## config.mk

```make
export PLATFORM = sky130hd
export DESIGN_NAME = pc
export DESIGN_NICKNAME = d
export VERILOG_FILES = /design/src/rtl/pc.sv
export SDC_FILE = /design/constraint.sdc
export NUM_CORES = 1
export LEC_CHECK = 0
export BUFFER_PORTS_ARGS = -buffer_cell sky130_fd_sc_hd__buf_4
export CAP_MARGIN = 30
export CELL_PAD_IN_SITES_DETAIL_PLACEMENT = 1
export CELL_PAD_IN_SITES_GLOBAL_PLACEMENT = 1
export CORE_MARGIN = 1
export CORE_UTILIZATION = 40
export CTS_CLUSTER_SIZE = 24
export DETAILED_ROUTE_END_ITERATION = 7
export GPL_TIMING_DRIVEN = 1
export HOLD_SLACK_MARGIN = 0.02
export PLACE_DENSITY = 0.81
export SETUP_SLACK_MARGIN = 0.4
export SYNTH_ARGS = -nofsm -noshare
export SYNTH_HDL_FRONTEND = slang
export SYNTH_SLANG_ARGS = --single-unit
```

## constraint.sdc

```tcl
create_clock -name clk -period 4.2 [get_ports clk]
set_clock_uncertainty 0.15 [all_clocks]
set_input_delay 0.42 -clock clk [delete_from_list [all_inputs] [get_ports clk]]
set_output_delay 0.42 -clock clk [all_outputs]
set_load 0.03 [all_outputs]
```

## src/rtl/pc.sv

```systemverilog
// Program counter for the single-cycle RISC-V core: a size-bit register that
// loads RESET_VALUE under synchronous active-low reset and otherwise advances by STEP.
module pc #(
    parameter int unsigned size        = 32'd32,
    parameter logic [31:0] STEP        = 32'd4,
    parameter              RESET_VALUE = 32'd0
) (
    input  logic            clk,
    input  logic            reset,
    output logic [size-1:0] count
);

    // Parameters are cast to the counter width, so narrow counters drop upper bits
    // and wide counters zero-fill above the 32-bit parameter values.
    localparam logic [size-1:0] step_w  = size'(STEP);
    localparam logic [size-1:0] reset_w = size'(RESET_VALUE);

    logic [size-1:0] count_r;
    logic [size-1:0] count_next_s;

    // Next-state selection; the sum wraps modulo 2^size because carry-out is dropped.
    always_comb begin
        count_next_s = count_r;
        if (!reset) begin
            count_next_s = reset_w;
        end else begin
            count_next_s = count_r + step_w;
        end
    end

    // State register; reset is folded into count_next_s, so it acts only on the edge.
    always_ff @(posedge clk) begin
        count_r <= count_next_s;
    end

    assign count = count_r;

endmodule

```

==> flow_metrics.py <==
metrics = {
    "run_status": {
        "status": "finished clean",
    },
    "timing": {
        "final_hold_viol_count": 0,
        "tns_ns": 0,
        "finalSetupViolCount": 0,
        "fin_crit_sh": 0.486,
        "rsz0062_at_grt": "false",
        "fmax_mhz": 490,
        "fin_crit_ns": 2.04,
        "report.final.slew_viol_count": 0,
        "slew_headroom": 0.667,
        "tightest_slew_ns": 0.498,
    },
    "die": {
        "io_pins": 34,
        "dieArea_sq_um": 3930,
        "initial_core_util": 0.428,
        "die_h_microns": 62.7,
        "die_w_microns": 62.7,
        "core_sq_um": 3440,
        "num_rows": 21,
    },
    "route": {
        "wl_per_cell_microns": 15.7,
        "dr.pass1.iters": 4,
        "final_antenna_net_count": 0,
        "top_layer_used": "met4",
        "wl_mm": 3.81,
        "met2_length_mm": 1.92,
        "routed-via-count": 1372,
        "wl_met1_mm": 1.70,
        "drc": 0,
        "wl_met3_microns": 131,
        "first_iter_violations": 93,
        "routed_via_density": 5.65,
    },
    "cells_and_area": {
        "finalCoreUtilization": 0.515,
        "seqCellArea_sq_um": 601,
        "layout-drive-gt1-share": 0.208,
        "largest_reg_flops": 30,
        "final_common_cell": "buf_4",
        "fin_nets": 200,
        "area_growth_pct": 20.4,
        "diodes": 0,
        "final_cell_mix": "buf_4, dfxtp_1, a21oi_1",
        "n_fill_cell": 426,
        "multi_input_area_sq_um": 792,
    },
    "critical_path": {
        "r2r-start": "count[4]",
        "cp.arrival_ns": 2.10,
        "cp.required_ns": 4.25,
        "reg2reg_slack_ns": 2.16,
        "worstRegToRegCells": 4,
        "end_kind": "flip-flop",
        "start_kind": "flip-flop",
        "crit_type": "flip-flop to flip-flop",
        "critical_path_peak_fanout": 7,
        "r2r_end": "count[29]",
    },
    "placement": {
        "port_buffers": 31,
        "gp_congestion": 0.808,
        "dpl.hpwl_mm": 2.80,
    },
    "synthesis": {
        "ys_ff_latch": 30,
        "yosysSeqAreaShare": 0.407,
        "ys_types": 30,
        "synth_cells": 168,
        "syn_avg_cell_area_sq_um": 8.77,
        "yosysWarnings": 0,
        "syn-cell-area_sq_um": 1470,
    },
    "cts": {
        "post_cts_resized": 0,
        "hold_buffers": 0,
        "clk_pin_slew_ns": 0.06,
        "cts_root_buf": "clkbuf_8",
        "cts.sinks": 30,
        "cts_buffer_depth": 2,
        "cts_buffers": 5,
        "cts_setup_buffers": 0,
        "cts_tree": "yes",
        "clock_latency_ns": 0.28,
        "htreeDepth": 2,
    },
    "global_routing": {
        "grt_start_max_net_pins": 29,
        "grt_pass1_wl_mm": 6.63,
        "grt_pass1_vias": 1357,
        "grt_overflow": 0,
        "antenna_found_initial": 0,
        "grt_use_total": 0.216,
    },
    "worst_hold_path": {
        "hold_path_class": "input pin to flip-flop",
        "hold_depth": 2,
        "hp-start": "reset",
        "min_to": "count[3]",
    },
    "power_and_ir_drop": {
        "p_leak_nw": 0.665,
        "ir_worst_vdd_mv": 0.153,
        "power.density_nw_per_um2": 295,
    },
    "run": {
        "maxCapViolations": 0,
    },
}
-- layout make-up --
class                           instances  share of cell area
Inverter                                4             0.00846
Timing Repair Buffer                   31               0.131
Sequential cell                        30               0.339
Clock buffer                            7              0.0430
Multi-Input combinational cell        125               0.446
Tap cell                               46              0.0324
-- worst max-delay path, stage by stage (launching register included) --
cell and delay, ns:
dfxtp_1 0.48, and4_1 0.47, nand4_4 0.19, or4_1 0.53, a21oi_1 0.15
-- report_power, final --
part | leakage, nW | switching, mW | internal [mW] | total, mW
registers | 0.242 | 0.00343 | 0.287 | 0.291
logic | 0.385 | 0.0150 | 0.00592 | 0.0209
clock network | 0.0383 | 0.0989 | 0.114 | 0.213
-- cells in the mapped netlist --
cell type	n	area (sq um)
conb_1	1	3.75
xnor2_1	3	26.3
dfxtp_1	30	601
mux2i_1	1	10.0
a21oi_1	15	75.1
nor4_1	2	12.5
xor2_1	9	78.8
and2_1	5	31.3
nor3_1	1	5.00
buf_2	2	10.0
buf_4	4	30.0
nand4_4	2	42.5
ha_1	1	12.5
nand2b_1	1	6.26
inv_2	1	3.75
o21ai_0	10	50.1
or4_1	5	37.5
nand3_1	11	55.1
o31ai_1	5	37.5
inv_1	3	11.3
and3_4	1	11.3
and3_1	1	6.26
nor2_1	13	48.8
or3_1	10	62.6
nand2_1	8	30.0
nand4_1	10	62.6
buf_6	2	22.5
nand4_2	1	12.5
and4_1	8	70.1
buf_1	2	7.51
-- logic make-up after synthesis --
logic type      Yosys count  synth area share
simple gates             79             0.335
compound gates           30             0.110
other cells               1           0.00254
buf+inv                  14            0.0577
flops                    30             0.407
xor+xnor                 12            0.0713
mux                       1           0.00679
fa+ha+maj                 1           0.00849
-- through the flow --
step / hold slack [ns] / area (sq um) / instances / power, mW / worst slack, ns
3_3_place_gp: 0.302 / 1700 / 236 / 0.316 / 2.29
5_1_grt: 0.263 / 1770 / 243 / 0.546 / 2.02
6_report: 0.250 / 1770 / 243 / 0.524 / 2.16
3_5_place_dp: 0.342 / 1700 / 236 / 0.318 / 2.20
2_1_floorplan: 0.392 / 1480 / 169 / 0.311 / 2.21
4_1_cts: 0.246 / 1770 / 243 / 0.531 / 2.17
-- metal layers --
layer / GRT usage / vias to the layer above
li1: - / 670
met1: 0.271 / 669
met2: 0.355 / 27
met3: 0.0529 / 6
met4: 0.0843 / 0
met5: 0 / -
-- worst max path at each step --
stage | from | endpoint | slack, ns | cells after the start
after global placement | count[9] | count[29] | 2.29 | 4
after CTS | count[4] | count[29] | 2.17 | 4
after detailed placement | count[4] | count[29] | 2.20 | 4
after global routing | count[2] | count[22] | 2.02 | 5
final | count[4] | count[29] | 2.16 | 4
after floorplan | count[2] | count[26] | 2.21 | 6
No activity file was read; power rests on OpenSTA's default activity.
